File: config.mk
export PLATFORM = sky130hd
export DESIGN_NAME = pipeline_stall_ctrl
export DESIGN_NICKNAME = d
export VERILOG_FILES = /design/src/rtl/pipeline_stall_ctrl.sv
export SDC_FILE = /design/constraint.sdc
export NUM_CORES = 1
export LEC_CHECK = 0
export CAP_MARGIN = 30
export CORE_MARGIN = 1.5
export CORE_UTILIZATION = 30
export DETAILED_ROUTE_END_ITERATION = 6
export PLACE_DENSITY = 0.55
export SLEW_MARGIN = 40
export SYNTH_ARGS = -nofsm -noshare
export SYNTH_HDL_FRONTEND = slang
export SYNTH_SLANG_ARGS = --single-unit
export TNS_END_PERCENT = 5
File: constraint.sdc
create_clock -name clk -period 2.05 [get_ports clk]
set_clock_uncertainty 0.1 [all_clocks]
set_input_delay 0.3075 -clock clk [delete_from_list [all_inputs] [get_ports clk]]
set_output_delay 0.3075 -clock clk [all_outputs]
set_load 0.01 [all_outputs]
File: src/rtl/pipeline_stall_ctrl.sv
// Hazard and stall controller for the 5-stage pipeline: produces enables/flushes for the PC and
// pipeline registers covering load-use, taken branches, data-memory waits and HLT drain.
module pipeline_stall_ctrl #(
    parameter int unsigned MEM_TIMEOUT  = 64,
    parameter int unsigned DRAIN_CYCLES = 3,
    parameter int unsigned CNT_W        = 16
) (
    input  logic             clk,
    input  logic             rst,
    input  logic             mem_read_de,
    input  logic [3:0]       write_reg_de,
    input  logic [3:0]       rs_fd,
    input  logic [3:0]       rt_fd,
    input  logic             rs_used_fd,
    input  logic             rt_used_fd,
    input  logic             branch_taken,
    input  logic             hlt_fd,
    input  logic             mem_req_xm,
    input  logic             mem_ready,
    output logic             pc_en,
    output logic             en_fd,
    output logic             en_de,
    output logic             en_xm,
    output logic             en_mw,
    output logic             flush_fd,
    output logic             flush_de,
    output logic             flush_mw,
    output logic             halted,
    output logic             mem_error,
    output logic [CNT_W-1:0] stall_count
);

    typedef enum logic [1:0] {StRun, StMemWait, StDrain, StHalted} state_e;

    localparam logic [8:0] TmoLim = 9'(MEM_TIMEOUT);
    localparam logic [7:0] DrnLim = 8'(DRAIN_CYCLES);

    state_e           state_q, state_d;
    logic [7:0]       tmo_q, tmo_d;
    logic [7:0]       drn_q, drn_d;
    logic             err_q, err_d;
    logic [CNT_W-1:0] stall_q, stall_d;

    logic pc_c, en_fd_c, en_de_c, en_xm_c, en_mw_c;
    logic flush_fd_c, flush_de_c, flush_mw_c, halted_c;
    logic mem_wait, load_use;
    logic [8:0] tmo_inc;

    assign mem_wait = mem_req_xm & ~mem_ready;
    assign load_use = mem_read_de & (write_reg_de != 4'd0) &
                      ((rs_used_fd & (rs_fd == write_reg_de)) |
                       (rt_used_fd & (rt_fd == write_reg_de)));
    assign tmo_inc  = {1'b0, tmo_q} + 9'd1;

    always_comb begin
        state_d    = state_q;
        tmo_d      = tmo_q;
        drn_d      = drn_q;
        err_d      = err_q;
        pc_c       = 1'b1;
        en_fd_c    = 1'b1;
        en_de_c    = 1'b1;
        en_xm_c    = 1'b1;
        en_mw_c    = 1'b1;
        flush_fd_c = 1'b0;
        flush_de_c = 1'b0;
        flush_mw_c = 1'b0;
        halted_c   = 1'b0;
        case (state_q)
            StRun: begin
                if (mem_wait) begin
                    {pc_c, en_fd_c, en_de_c, en_xm_c} = 4'b0000;
                    flush_mw_c = 1'b1;
                    tmo_d      = 8'd1;
                    if (TmoLim <= 9'd1) begin
                        err_d   = 1'b1;
                        state_d = StHalted;
                    end else begin
                        state_d = StMemWait;
                    end
                end else if (load_use) begin
                    // Branch/HLT decisions wait until the stalled operands are valid.
                    pc_c       = 1'b0;
                    en_fd_c    = 1'b0;
                    flush_de_c = 1'b1;
                end else if (hlt_fd) begin
                    pc_c       = 1'b0;
                    flush_fd_c = 1'b1;
                    drn_d      = 8'd1;
                    state_d    = StDrain;
                end else if (branch_taken) begin
                    flush_fd_c = 1'b1;
                end
            end
            StMemWait: begin
                if (mem_ready) begin
                    state_d = StRun;
                end else begin
                    {pc_c, en_fd_c, en_de_c, en_xm_c} = 4'b0000;
                    flush_mw_c = 1'b1;
                    if (tmo_inc >= TmoLim) begin
                        err_d   = 1'b1;
                        state_d = StHalted;
                    end else begin
                        tmo_d = tmo_inc[7:0];
                    end
                end
            end
            StDrain: begin
                pc_c = 1'b0;
                if (mem_wait) begin
                    {en_fd_c, en_de_c, en_xm_c} = 3'b000;
                    flush_mw_c = 1'b1;
                end else begin
                    flush_fd_c = 1'b1;
                    if (drn_q >= DrnLim) begin
                        state_d = StHalted;
                    end else begin
                        drn_d = drn_q + 8'd1;
                    end
                end
            end
            StHalted: begin
                {pc_c, en_fd_c, en_de_c, en_xm_c, en_mw_c} = 5'b00000;
                halted_c = 1'b1;
            end
            default: state_d = StRun;
        endcase
    end

    always_comb begin
        stall_d = stall_q;
        if (((state_q == StRun) || (state_q == StMemWait)) && !pc_c && (stall_q != '1)) begin
            stall_d = stall_q + 1'b1;
        end
    end

    always_ff @(posedge clk or posedge rst) begin
        if (rst) begin
            state_q <= StRun;
            tmo_q   <= 8'd0;
            drn_q   <= 8'd0;
            err_q   <= 1'b0;
            stall_q <= '0;
        end else begin
            state_q <= state_d;
            tmo_q   <= tmo_d;
            drn_q   <= drn_d;
            err_q   <= err_d;
            stall_q <= stall_d;
        end
    end

    assign pc_en       = pc_c & ~rst;
    assign en_fd       = en_fd_c & ~rst;
    assign en_de       = en_de_c & ~rst;
    assign en_xm       = en_xm_c & ~rst;
    assign en_mw       = en_mw_c & ~rst;
    assign flush_fd    = flush_fd_c & ~rst;
    assign flush_de    = flush_de_c & ~rst;
    assign flush_mw    = flush_mw_c & ~rst;
    assign halted      = halted_c & ~rst;
    assign mem_error   = err_q;
    assign stall_count = stall_q;

endmodule

==> flow_metrics.tcl <==
set metrics [dict create \
    status "finished, violations left" \
    synthXorXnorAreaFrac 0.103 \
    wl_mm 5.20 \
    start_util 0.317 \
    synth_area_leaders "dfrtp_1, xnor2_1, ha_1" \
    postSynthCellCount 209 \
    rows 29 \
    nets 339 \
    p_per_area_nw_per_um2 1060 \
    seq_area_frac_synth 0.427 \
    first_pass_iters 6 \
    ir_worst_vdd_mv 0.475 \
    grt_pass1_wl_mm 8.93 \
    insertion_delay_ns 0.30 \
    slew_violations 0 \
    violations "DRC, setup timing" \
    cp.required_ns 1.64 \
    syn_avg_cell_area_sq_um 9.81 \
    drive_gt1_frac 0.325 \
    placeableCoreArea_sq_um 6460 \
    ys_async_sr_fraction 1.00 \
    synth_top_area_frac 0.427 \
    pin_count 47 \
    syn_nets 238 \
    fin_area_sq_um 3200 \
    p_leak_uw 0.00150 \
    area_growth_pct 56.0 \
    finalSetupViolCount 6 \
    yosysMostFrequentCell "dfrtp_1" \
    hold_viol 0 \
    utilization 0.495 \
    ant_nets 0 \
    synth_mux_area_frac 0.0153 \
    cpPeakStageDelay_ns 0.40 \
    path_class "register to primary output" \
    final_cells 388 \
    worstMarginPinSlew_ns 0.403 \
    cp_max_fo 4 \
    path_cells "inv_2 > ha_1 > buf_4 > o31ai_1 > a221oi_2 > buf_2" \
    ys_ff_latch 35 \
    fin_ws_ns -0.0607 \
    tns_ns -0.195 \
    gp_congestion 0.785 \
    synth_top_family_by_area "simple AND/OR/NAND/NOR gates" \
    r2r_slack_ns 0.06 \
    critPathLaunchType "register" \
    via_count 1914 \
    reg2reg_from "state_q[1]$_DFFE_PP0P_" \
    via_per_inst 4.93 \
    placed_area_sq_um 2970 \
    dieHeight_um 85.7 \
    place.detailed.hpwl_mm 4.02 \
    gr-total-overflow 0 \
    total_power_uw 3380 \
    numPortBuffers 46 \
    drt-initial-drc-count 62 \
    reg2reg_depth 9 \
    synth_fa_ha_area_frac 0.0488 \
    hold_buffers 0 \
    cts_buffers 5 \
    synth_compound_area_frac 0.121 \
    cts.htree.levels 2 \
    slowest_stage "dfrtp_1" \
    clkPwrFrac 0.191 \
    yosys.area_share.simple 0.251 \
    antenna_found_initial 0 \
    p_sw_frac 0.362 \
    synth_commonest_cells "dfrtp_1, xnor2_1, nand4_1" \
    worst_ep_arrival_time_ns 1.70 \
    tritoncts "built" \
    end_kind "primary output" \
    power.switching_uw 1220 \
    routedWlPerCell_um 13.4 \
    fillers 629 \
    yosysTopAreaCell "dfrtp_1" \
    die_x_um 85.7 \
    clock-sinks 35 \
    cts_buffer_depth 2 \
    grt_usage 0.153 \
    p_int_uw 2160 \
    synth_top_flop_cell "dfrtp_1" \
    p_comb_frac 0.529 \
    drc 1 \
    post-route-period-util 1.03 \
    root_buffer "clkbuf_8" \
    grt_pass1_vias 1945 \
    cp-startpoint "state_q[1]$_DFFE_PP0P_" \
    cap_viol_max_count 0 \
    slew_headroom 0.731 \
    antenna_cells 0 \
    grt_max_degree 16 \
    fmax_mhz 474 \
    netlist_area_sq_um 2050 \
    dp_cells 377 \
    power_frac_seq 0.280 \
    ys_warn_count 0 \
    clkTransAtPathRegs_ns 0.08 \
    worstSetupEndpoint "en_fd" \
    timing.rr.end "stall_count[1]$_DFFE_PP0P_" \
    rsz0062_at_grt "true" \
    synth-edff-count 0 \
    ys_types 49 \
    hold_class "input pin to async pin" \
    post-route-min-period_ns 2.11 \
    dieArea_sq_um 7340 \
]
-- power by group through the flow --
stage                     clock network [uW]  logic [uW]  registers, uW
after floorplan                            0         780            971
after global placement                     0        1640            954
after detailed placement                   0        1660            958
after CTS                                661        1680            947
after global routing                     692        1960            967
final                                    647        1790            945
-- placed cells by master (no fill, tap or decap), drive strengths merged, types with 2 or more instances in the layout --
cell	count
a221oi	2
dlygate4sd2	9
clkdlybuf4s50	24
nand4	13
a31oi	2
xor2	8
a21oi	6
nand2	8
nand3b	2
and3	8
clkbuf	5
dlymetal6s2s	3
xnor2	16
mux2i	2
inv	9
and4b	2
clkinv	2
clkdlybuf4s15	4
buf	62
and2	4
and4	2
ha	8
nor3b	3
nor2	11
o21bai	3
nor3	7
nor2b	9
nand3	12
dfrtp	35
a21o	2
nand2b	3
o21ai	8
-- per-layer routing --
metal | up-vias | wire [um] | GRT usage
met2 | 50 | 2560 | 0.255
met3 | 9 | 187 | 0.0327
met5 | - | 0 | 0
li1 | 958 | - | -
met1 | 897 | 2330 | 0.192
met4 | 0 | 119 | 0.0674
-- area by class of cell --
class | instances | area [sq um] | share of cell area
clock buffers | 5 | 68.8 | 0.0215
clock inverters | 3 | 43.8 | 0.0137
inverters | 9 | 33.8 | 0.0106
multi-input cells | 157 | 1220 | 0.382
flip-flops and latches | 35 | 876 | 0.274
well taps | 77 | 96.3 | 0.0301
repair buffers | 102 | 858 | 0.268
-- logic make-up (layout without fill, tap and decap cells) --
family | after synthesis | count (layout)
AO/OA/AOI/OAI | 35 | 35
XOR/XNOR | 24 | 24
adder cells (fa/ha/maj) | 8 | 8
buffers and inverters | 17 | 119
flip-flops | 35 | 35
multiplexers | 3 | 3
AND/OR/NAND/NOR | 87 | 87
-- state kept, by name, indices dropped and copies added, names as in the netlist --
| name | count |
|---|---|
| stall_count | 16 |
| drn_q | 8 |
| tmo_q | 8 |
| state_q | 2 |
| mem_error | 1 |
-- repair_timing --
item | 4_1_cts | 5_1_grt
gates resized for setup | 55 | 22
setup endpoints to repair | 19 | 31
pin swaps | 8 | 7
buffers inserted | 3 | 0
-- critical path: cells and delay by family (launching register included) --
family / cells / cell delay (ns)
AOI/OAI and AO/OA: 2 / 0.41
DFF: 1 / 0.40
buffers and inverters: 3 / 0.37
adders and majority gates: 1 / 0.22
-- metrics by stage --
step,setup slack [ns],hold WS [ns]
final,-0.0607,0.169
after global placement,-0.780,0.366
after detailed placement,-0.794,0.374
after global routing,-0.143,0.197
after floorplan,0.0239,0.355
after CTS,-0.137,0.156
-- worst min path at each step --
stage / from / end / cells past startpoint
floorplan: drn_q[5]$_DFFE_PP0P_ / drn_q[5]$_DFFE_PP0P_ / 1
CTS: rst / state_q[1]$_DFFE_PP0P_ / 2
global placement: mem_error$_DFFE_PP0P_ / mem_error$_DFFE_PP0P_ / 1
global route: rst / state_q[1]$_DFFE_PP0P_ / 2
finish: rst / state_q[1]$_DFFE_PP0P_ / 2
detailed placement: mem_error$_DFFE_PP0P_ / mem_error$_DFFE_PP0P_ / 1
Note: power is estimated with default switching activity, not from simulation.
